## src/rtl/sd_mirror_pkg.sv

```systemverilog
// Shared helpers for the mirrored FIFO: pointer width and broadcast mask.
package sd_mirror_pkg;

  localparam int unsigned MAX_MIRROR = 16;

  // Pointers carry one extra wrap bit so full and empty can be told apart.
  function automatic int unsigned ptr_width(input int unsigned depth);
    return $clog2(depth) + 1;
  endfunction

  function automatic logic [MAX_MIRROR-1:0] bcast_mask(input int unsigned mirror);
    logic [MAX_MIRROR-1:0] m;
    m = '0;
    for (int unsigned i = 0; i < MAX_MIRROR; i++)
      m[i] = (i < mirror);
    return m;
  endfunction

endpackage

```

## src/rtl/sd_mirror_rdport.sv

```systemverilog
// Per-channel read pointer: delivers entries destined for this channel and skips the others.
module sd_mirror_rdport
  import sd_mirror_pkg::*;
#(
  parameter int unsigned depth = 4
) (
  input  logic                          clk,
  input  logic                          reset,
  input  logic [ptr_width(depth)-1:0]   wr_ptr,
  input  logic                          pend_bit,
  input  logic                          p_drdy,
  output logic                          p_srdy,
  output logic                          clr,
  output logic [ptr_width(depth)-2:0]   rd_idx
);

  localparam int unsigned pw = ptr_width(depth);

  logic [pw-1:0] rd_ptr;
  logic          avail;

  assign avail  = (rd_ptr != wr_ptr);
  assign p_srdy = avail & pend_bit;
  assign clr    = p_srdy & p_drdy;
  assign rd_idx = rd_ptr[pw-2:0];

  // Entries not destined here cost one bubble cycle each.
  always_ff @(posedge clk or posedge reset) begin
    if (reset)
      rd_ptr <= '0;
    else if (avail && (!pend_bit || p_drdy))
      rd_ptr <= rd_ptr + 1'b1;
  end

endmodule

```

## src/rtl/sd_mirror_fifo.sv

```systemverilog
// Shared-buffer FIFO mirroring each item to a masked set of output channels.
// Optional occupancy output enabled by defining SD_MIRROR_FIFO_USAGE_EN.
module sd_mirror_fifo
  import sd_mirror_pkg::*;
#(
  parameter int unsigned mirror = 2,
  parameter int unsigned width  = 128,
  parameter int unsigned depth  = 4
) (
  input  logic                      clk,
  input  logic                      reset,
`ifdef SD_MIRROR_FIFO_USAGE_EN
  output logic [$clog2(depth):0]    usage,
`endif
  input  logic                      c_srdy,
  output logic                      c_drdy,
  input  logic [width-1:0]          c_data,
  input  logic [mirror-1:0]         c_dst_vld,
  output logic [mirror-1:0]         p_srdy,
  input  logic [mirror-1:0]         p_drdy,
  output logic [mirror*width-1:0]   p_data
);

  localparam int unsigned pw = ptr_width(depth);
  localparam int unsigned aw = pw - 1;
  localparam logic [MAX_MIRROR-1:0] bcast = bcast_mask(mirror);

  logic [width-1:0]  mem     [depth];
  logic [mirror-1:0] pending [depth];
  logic [pw-1:0]     wr_ptr, free_ptr, occ;
  logic [aw-1:0]     rd_idx  [mirror];
  logic [mirror-1:0] pend_bit, clr, wr_mask;
  logic              wr_en, free_en;

  assign occ     = wr_ptr - free_ptr;
  assign c_drdy  = (occ < pw'(depth));
  assign wr_en   = c_srdy & c_drdy;
  assign wr_mask = (c_dst_vld == '0) ? bcast[mirror-1:0] : c_dst_vld;
  assign free_en = (free_ptr != wr_ptr) && (pending[free_ptr[aw-1:0]] == '0);

`ifdef SD_MIRROR_FIFO_USAGE_EN
  assign usage = occ;
`endif

  always_ff @(posedge clk or posedge reset) begin
    if (reset) begin
      wr_ptr   <= '0;
      free_ptr <= '0;
    end else begin
      if (wr_en)   wr_ptr   <= wr_ptr + 1'b1;
      if (free_en) free_ptr <= free_ptr + 1'b1;
    end
  end

  always_ff @(posedge clk) begin
    if (wr_en) mem[wr_ptr[aw-1:0]] <= c_data;
  end

  // A write only targets a freed slot, and every reader is already past it,
  // so write-set and read-clear never hit the same entry in one cycle.
  always_ff @(posedge clk or posedge reset) begin
    if (reset) begin
      for (int unsigned e = 0; e < depth; e++)
        pending[e] <= '0;
    end else begin
      for (int unsigned e = 0; e < depth; e++)
        for (int unsigned i = 0; i < mirror; i++)
          if (wr_en && (wr_ptr[aw-1:0] == aw'(e)))
            pending[e][i] <= wr_mask[i];
          else if (clr[i] && (rd_idx[i] == aw'(e)))
            pending[e][i] <= 1'b0;
    end
  end

  for (genvar g = 0; g < mirror; g++) begin : g_ch
    assign pend_bit[g]               = pending[rd_idx[g]][g];
    assign p_data[g*width +: width]  = mem[rd_idx[g]];

    sd_mirror_rdport #(.depth(depth)) u_rdport (
      .clk      (clk),
      .reset    (reset),
      .wr_ptr   (wr_ptr),
      .pend_bit (pend_bit[g]),
      .p_drdy   (p_drdy[g]),
      .p_srdy   (p_srdy[g]),
      .clr      (clr[g]),
      .rd_idx   (rd_idx[g])
    );
  end

endmodule

```

## config.mk

```make
export PLATFORM = sky130hd
export DESIGN_NAME = sd_mirror_fifo
export DESIGN_NICKNAME = d
export VERILOG_FILES = /design/src/rtl/sd_mirror_pkg.sv /design/src/rtl/sd_mirror_rdport.sv /design/src/rtl/sd_mirror_fifo.sv
export SDC_FILE = /design/constraint.sdc
export NUM_CORES = 1
export LEC_CHECK = 0
export BUFFER_PORTS_ARGS = -buffer_cell sky130_fd_sc_hd__buf_4
export CORE_MARGIN = 3
export CORE_UTILIZATION = 56
export CTS_CLUSTER_DIAMETER = 60
export CTS_CLUSTER_SIZE = 40
export DETAILED_ROUTE_END_ITERATION = 8
export PLACE_DENSITY = 0.82
export SLEW_MARGIN = 20
export SYNTH_ARGS = -nofsm -noshare
export SYNTH_HDL_FRONTEND = slang
export SYNTH_HIERARCHICAL = 1
export SYNTH_SLANG_ARGS = --single-unit
```

## constraint.sdc

```tcl
create_clock -name clk -period 7.3 [get_ports clk]
set_input_delay 1.46 -clock clk [delete_from_list [all_inputs] [get_ports clk]]
set_output_delay 1.46 -clock clk [all_outputs]
set_load 0.01 [all_outputs]
```

======== After elaboration in Yosys (flattened, before gate mapping) ========
Memory sizes are Yosys's and may differ from the RTL's.
Index checks and enable logic that the tools add are counted.
operators by class
  add/subtract/negate cells ............... 5
  magnitude comparators ................... 4
  equality and inequality tests ........... 12
  muxes and demuxes ....................... 28
  bitwise gates (word level) .............. 8
  reductions and logical operators ........ 32
operators by type and width
  kind                                                      number
  two-way mux 1 bit                                         20
  nonzero test 2 bit                                        8
  logical AND 1 bit                                         15
  adder 3 x 1 -> 3 bit, second input constant               4
  binary-select mux 2 bit (select 2 bit)                    3
  == test 2 bit, second input constant                      6
  logical NOT 2 bit                                         5
  two-way mux 2 bit                                         5
  greater-or-equal comparator 3 bit, second input constant  3
  != test 3 bit                                             3
  NOT 2 -> 3 bit                                            3
  == test 2 x 1 -> 1 bit, second input constant             3
  AND 1 bit                                                 5
  less-than comparator 3 bit, second input constant         1
  subtractor 3 bit                                          1
  logical NOT 1 bit                                         2
  logical OR 1 bit                                          2
word-level totals
  flip-flop bits (word level) ............. 20
  memory bits (writable) .................. 512
  input bits .............................. 135
  output and inout port bits .............. 259
  logic and storage cells ................. 102
  memories ................................ 1
memories
  name  words  bits a word  read ports  clocked after Yosys merged registers in  write ports  line                  text
  mem   4      128          2           0                                        1            sd_mirror_fifo.sv:28  logic [width-1:0] mem [depth];

======== Logic depth before layout (Yosys ltp) ========
  depth in word-level cells ............... 9
  gate-level depth with buffers ........... 9
  depth with buffers taken out ............ 6

======== Hierarchy ========
The synthesis kept the hierarchy.
modules (own cells, without submodules)
  module            instances  cells an instance  area an instance (µm²)  seq. area each (µm²)
  sd_mirror_fifo    1          910                22357.7                 15725.1
  sd_mirror_rdport  2          24                 272.8                   75.1

======== Worst setup path before layout ========
OpenSTA, ideal clock, no wires.
  kind .................................... input to register
  from .................................... input port c_srdy
  to ...................................... register pending[6] (netlist name)
  setup time .............................. 0.315 ns
  arrival ................................. 5.230 ns
  data required time ...................... 6.985 ns
  setup slack ............................. 1.755 ns
  stages on the path ...................... 3
  path buffers ............................ 0
  cell sequence ........................... nand2_1 -> a21oi_2 -> mux2i_1
between the ends
  longest elaborated chain between the ends .. 3
  elaborated cells on any way between the ends .. 4
  those cells by class .................... mux: 1; bitwise: 1; reduce/logical: 2
RTL lines
  element                                                         line                  text
  start: declaration                                              sd_mirror_fifo.sv:15  input logic c_srdy,
  AND 1 bit (*)                                                   sd_mirror_fifo.sv:37  assign wr_en = c_srdy & c_drdy;
  logical AND 1 bit (*)                                           sd_mirror_fifo.sv:68  if (wr_en && (wr_ptr[aw-1:0] == aw'(e)))
  two-way mux 1 bit / nonzero test 2 bit (equally long branches)  n/a
  end signal: indexed assignment                                  sd_mirror_fifo.sv:69  pending[e][i] <= wr_mask[i];
  end: declaration                                                sd_mirror_fifo.sv:29  logic [mirror-1:0] pending [depth];
Every way passes the cells marked *; elsewhere a longest branch is shown, timed or not.
A chain may end at the register's enable or synchronous reset.

======== Worst setup path after layout ========
  from .................................... register g_ch[0].u_rdport.rd_ptr[1]
  to ...................................... output port p_srdy[0]
between the ends
  longest elaborated chain between the ends .. 5
  elaborated cells on any way between the ends .. 6
  those cells by class .................... eq/ne: 1; mux: 3; bitwise: 2
RTL lines
  element                                                line                    text
  start: declaration                                     sd_mirror_rdport.sv:19  logic [pw-1:0] rd_ptr;
  start signal: assignment                               sd_mirror_rdport.sv:32  rd_ptr <= rd_ptr + 1'b1;
  NOT 2 -> 3 bit (implied by the code)                   sd_mirror_fifo.sv:76    assign pend_bit[g] = pending[rd_idx[g]][g];
  binary-select mux 2 bit (select 2 bit)                 sd_mirror_fifo.sv:76
  two-way mux 1 bit (implied by the code) (2 in series)  sd_mirror_fifo.sv:76
  via pend_bit[0]                                        sd_mirror_fifo.sv:32    logic [mirror-1:0] pend_bit, clr, wr_mask;
  AND 1 bit                                              sd_mirror_rdport.sv:23  assign p_srdy = avail & pend_bit;
  end: declaration                                       sd_mirror_fifo.sv:19    output logic [mirror-1:0] p_srdy,
The timed path passes the listed nets, and every way through them passes these cells. The select of a mux whose other input is x is not followed.

==> results.py <==
metrics = {
    "critical_path": {
        "setup.worst_path.class": "reg -> out",
        "arrival_ns": 3.23,
        "crit_fanout": 62,
        "endpoint_kind": "output port",
        "startpoint_type": "flip-flop",
        "critical_path_required_ns": 5.84,
    },
    "logic_synthesis": {
        "ys.flop_type": "edfxtp_1",
        "synthCells": 958,
        "avgSynthCellArea_sq_um": 23.9,
        "synth_nets": 1102,
        "syn_area_sq_um": 22900,
        "synth_edf_count": 512,
        "synth_cell_types": 37,
        "ys_ff_latch": 532,
        "synth-seq-area-share": 0.693,
        "synth-async-reset-ratio": 0.0376,
        "synth_warnings": 6,
    },
    "sta": {
        "hold_slack_ns": 0.537,
        "fin_tns_setup_ns": 0,
        "setup_viol": 0,
        "slew_headroom": 0.281,
        "finalMaxSlewViolations": 0,
        "fin_crit_ns": 4.69,
        "grt_setup_unrepaired": "false",
        "fin_skew_ns": 0.0503,
        "tightest_slew_ns": 1.08,
        "fmax_ghz": 0.213,
        "hold_violations": 0,
        "fin_crit_sh": 0.643,
    },
    "clock_tree": {
        "clkLatencyLatePin_ns": 0.58,
        "path_clk_slew_ns": 0.09,
        "hold_buffers": 0,
        "cts_buffers": 37,
        "htree_levels": 2,
        "tritoncts": "built",
        "cts_root_buf": "clkbuf_16",
        "cts_setup_buffers": 0,
        "clock_sinks": 532,
        "ctsResizeCount": 0,
        "cts_buffer_depth": 3,
    },
    "cells_and_area": {
        "num-nets-final": 1487,
        "post-route-util": 0.691,
        "fin_area_sq_um": 27700,
        "fill_cells": 2402,
        "seqCellArea_sq_um": 15900,
        "drive_above_1_share": 0.550,
        "multi_input_area_sq_um": 6660,
        "syn_to_final_growth_pct": 21.0,
    },
    "die": {
        "ios": 394,
        "rows": 73,
        "die_h_um": 208,
        "die_area_sq_um": 43400,
        "die_x_um": 208,
        "initial_core_util": 0.571,
        "core_sq_um": 40100,
    },
    "power_and_ir_drop": {
        "max-vdd-ir-drop_v": 0.000311,
        "pwr-share-comb": 0.456,
        "powerDensity_nw_per_um2": 456,
        "p_sw_frac": 0.350,
        "intPower_mw": 8.21,
        "seq_power_share": 0.367,
        "pwr-share-clk": 0.177,
        "power.switching_mw": 4.42,
        "leakage_nw": 9.53,
    },
    "place": {
        "hpwlAfterDp_um": 32800,
        "io_buffers": 393,
        "placed_area_sq_um": 26400,
        "gp_congestion": 0.790,
    },
    "run_status": {
        "outcome": "completed",
    },
    "routing": {
        "antenna_left": 0,
        "drc": 0,
        "wire_per_inst_um": 27.2,
        "drtIter0Drc": 956,
        "via_per_inst": 6.20,
        "routed_wl_um": 51500,
        "drt_first_pass_iters": 5,
        "vias": 11700,
    },
    "grt": {
        "grt_pass1_wl_um": 78400,
        "antenna_found_initial": 3,
        "grt_pass1_vias": 12600,
        "grt_max_degree": 83,
        "track_usage": 0.239,
        "overflow": 0,
    },
    "job": {
        "drv_cap": 0,
    },
    "hold_path": {
        "hold_class": "reg -> reg",
    },
}
==> routing by layer <==
layer | GRT usage | vias up | part of all wire
met5 | 0 | - | 0.00043
met4 | 0.0688 | 4 | 0.025
met3 | 0.0752 | 74 | 0.099
met2 | 0.387 | 512 | 0.50
met1 | 0.320 | 6190 | 0.37
li1 | - | 4967 | -
==> through the flow <==
| stage | total power, mW | std cells | setup slack (ns) |
|---|---|---|---|
| detailed placement | 10.5 | 1829 | 3.20 |
| global placement | 10.4 | 1829 | 3.17 |
| floorplan | 8.07 | 958 | 1.75 |
| CTS | 12.8 | 1893 | 2.56 |
| finish | 12.6 | 1894 | 2.61 |
| global route | 13.2 | 1894 | 2.48 |
==> placed cells by master, fill, tap and decap left out, types with 7 or more instances in the layout <==
cell / instances
xor2_1: 7
nand2_1: 10
inv_1: 11
edfxtp_1: 512
o21ai_0: 10
clkbuf_16: 37
mux2i_1: 8
ha_1: 9
dfrtp_1: 16
mux4_2: 258
buf_4: 407
clkinv_8: 9
==> final timing paths <==
check,cells past startpoint,startpoint,endpoint,slack [ns]
setup / recovery,4,g_ch[0].u_rdport/rd_ptr[1],p_srdy[0],2.61
hold / removal,1,free_ptr[2],free_ptr[2],0.54
setup reg to reg,5,g_ch[0].u_rdport/rd_ptr[1],g_ch[0].u_rdport/rd_ptr[1],4.08
hold reg to reg,1,free_ptr[2],free_ptr[2],0.54
max in group asynchronous,2,reset,free_ptr[2],5.92
min in group asynchronous,2,reset,g_ch[0].u_rdport/rd_ptr[2],0.78
==> final cells by class <==
cell class                 instances  share of cell area
clock buffer                      39              0.0337
clock inverter                    25              0.0147
timing repair buffer             410               0.112
inverter                          11             0.00149
sequential                       532               0.573
multi-input combinational        351               0.240
tap                              525              0.0237
antenna                            1           0.0000903
==> synthesized netlist by cell type, types with 2 or more instances <==
master / count / area [sq um]
mux2i_1: 8 / 80.1
xor2_1: 7 / 61.3
buf_1: 10 / 37.5
nand2b_1: 5 / 31.3
edfxtp_1: 512 / 15400
nor3b_1: 2 / 15.0
nor2_1: 2 / 7.51
o21a_1: 2 / 15.0
ha_1: 9 / 113
o31ai_2: 2 / 25.0
dfrtp_1: 20 / 500
o21ai_0: 10 / 50.1
a21boi_1: 2 / 15.0
xnor2_1: 3 / 26.3
mux2_4: 2 / 30.0
and3b_1: 2 / 17.5
inv_1: 11 / 41.3
clkbuf_1: 9 / 33.8
o211a_1: 2 / 20.0
nand2_1: 10 / 37.5
a31oi_4: 2 / 42.5
nor2b_1: 4 / 25.0
buf_2: 24 / 120
a21oi_2: 3 / 26.3
buf_4: 21 / 158
xnor2_2: 4 / 65.1
mux4_2: 258 / 5810
nor3_1: 3 / 15.0
==> cell families (layout without fill, tap and decap cells) <==
family,after synthesis,count (layout),synth area share
DFF,532,532,0.693
muxes,269,269,0.259
buffers and inverters,75,485,0.0170
AOI/OAI and AO/OA,29,29,0.0113
and+or+nand+nor,29,29,0.00727
xor gates and xnor gates,15,15,0.00738
adders and majority gates,9,9,0.00492
other,0,1,0
==> worst max-delay path, cell delays in order, from the launching register on <==
cell and delay [ns]:
dfrtp_4 1.15, buf_4 0.76, mux4_2 0.44, o21a_1 0.15
buf_4 0.15
==> sequential cells by signal, summed over array words and instances (netlist names) <==
signal	count
g_ch.u_rdport/rd_ptr	6
wr_ptr	3
pending	8
mem	512
free_ptr	3
==> power groups by stage <==
stage	Sequential (mW)	Combinational, mW	Clock [mW]
after global routing	4.72	6.11	2.39
after CTS	4.64	5.84	2.28
after detailed placement	4.70	5.81	0
final	4.63	5.76	2.23
after global placement	4.63	5.76	0
after floorplan	4.44	3.63	0
(Power assumes the default switching activity.)
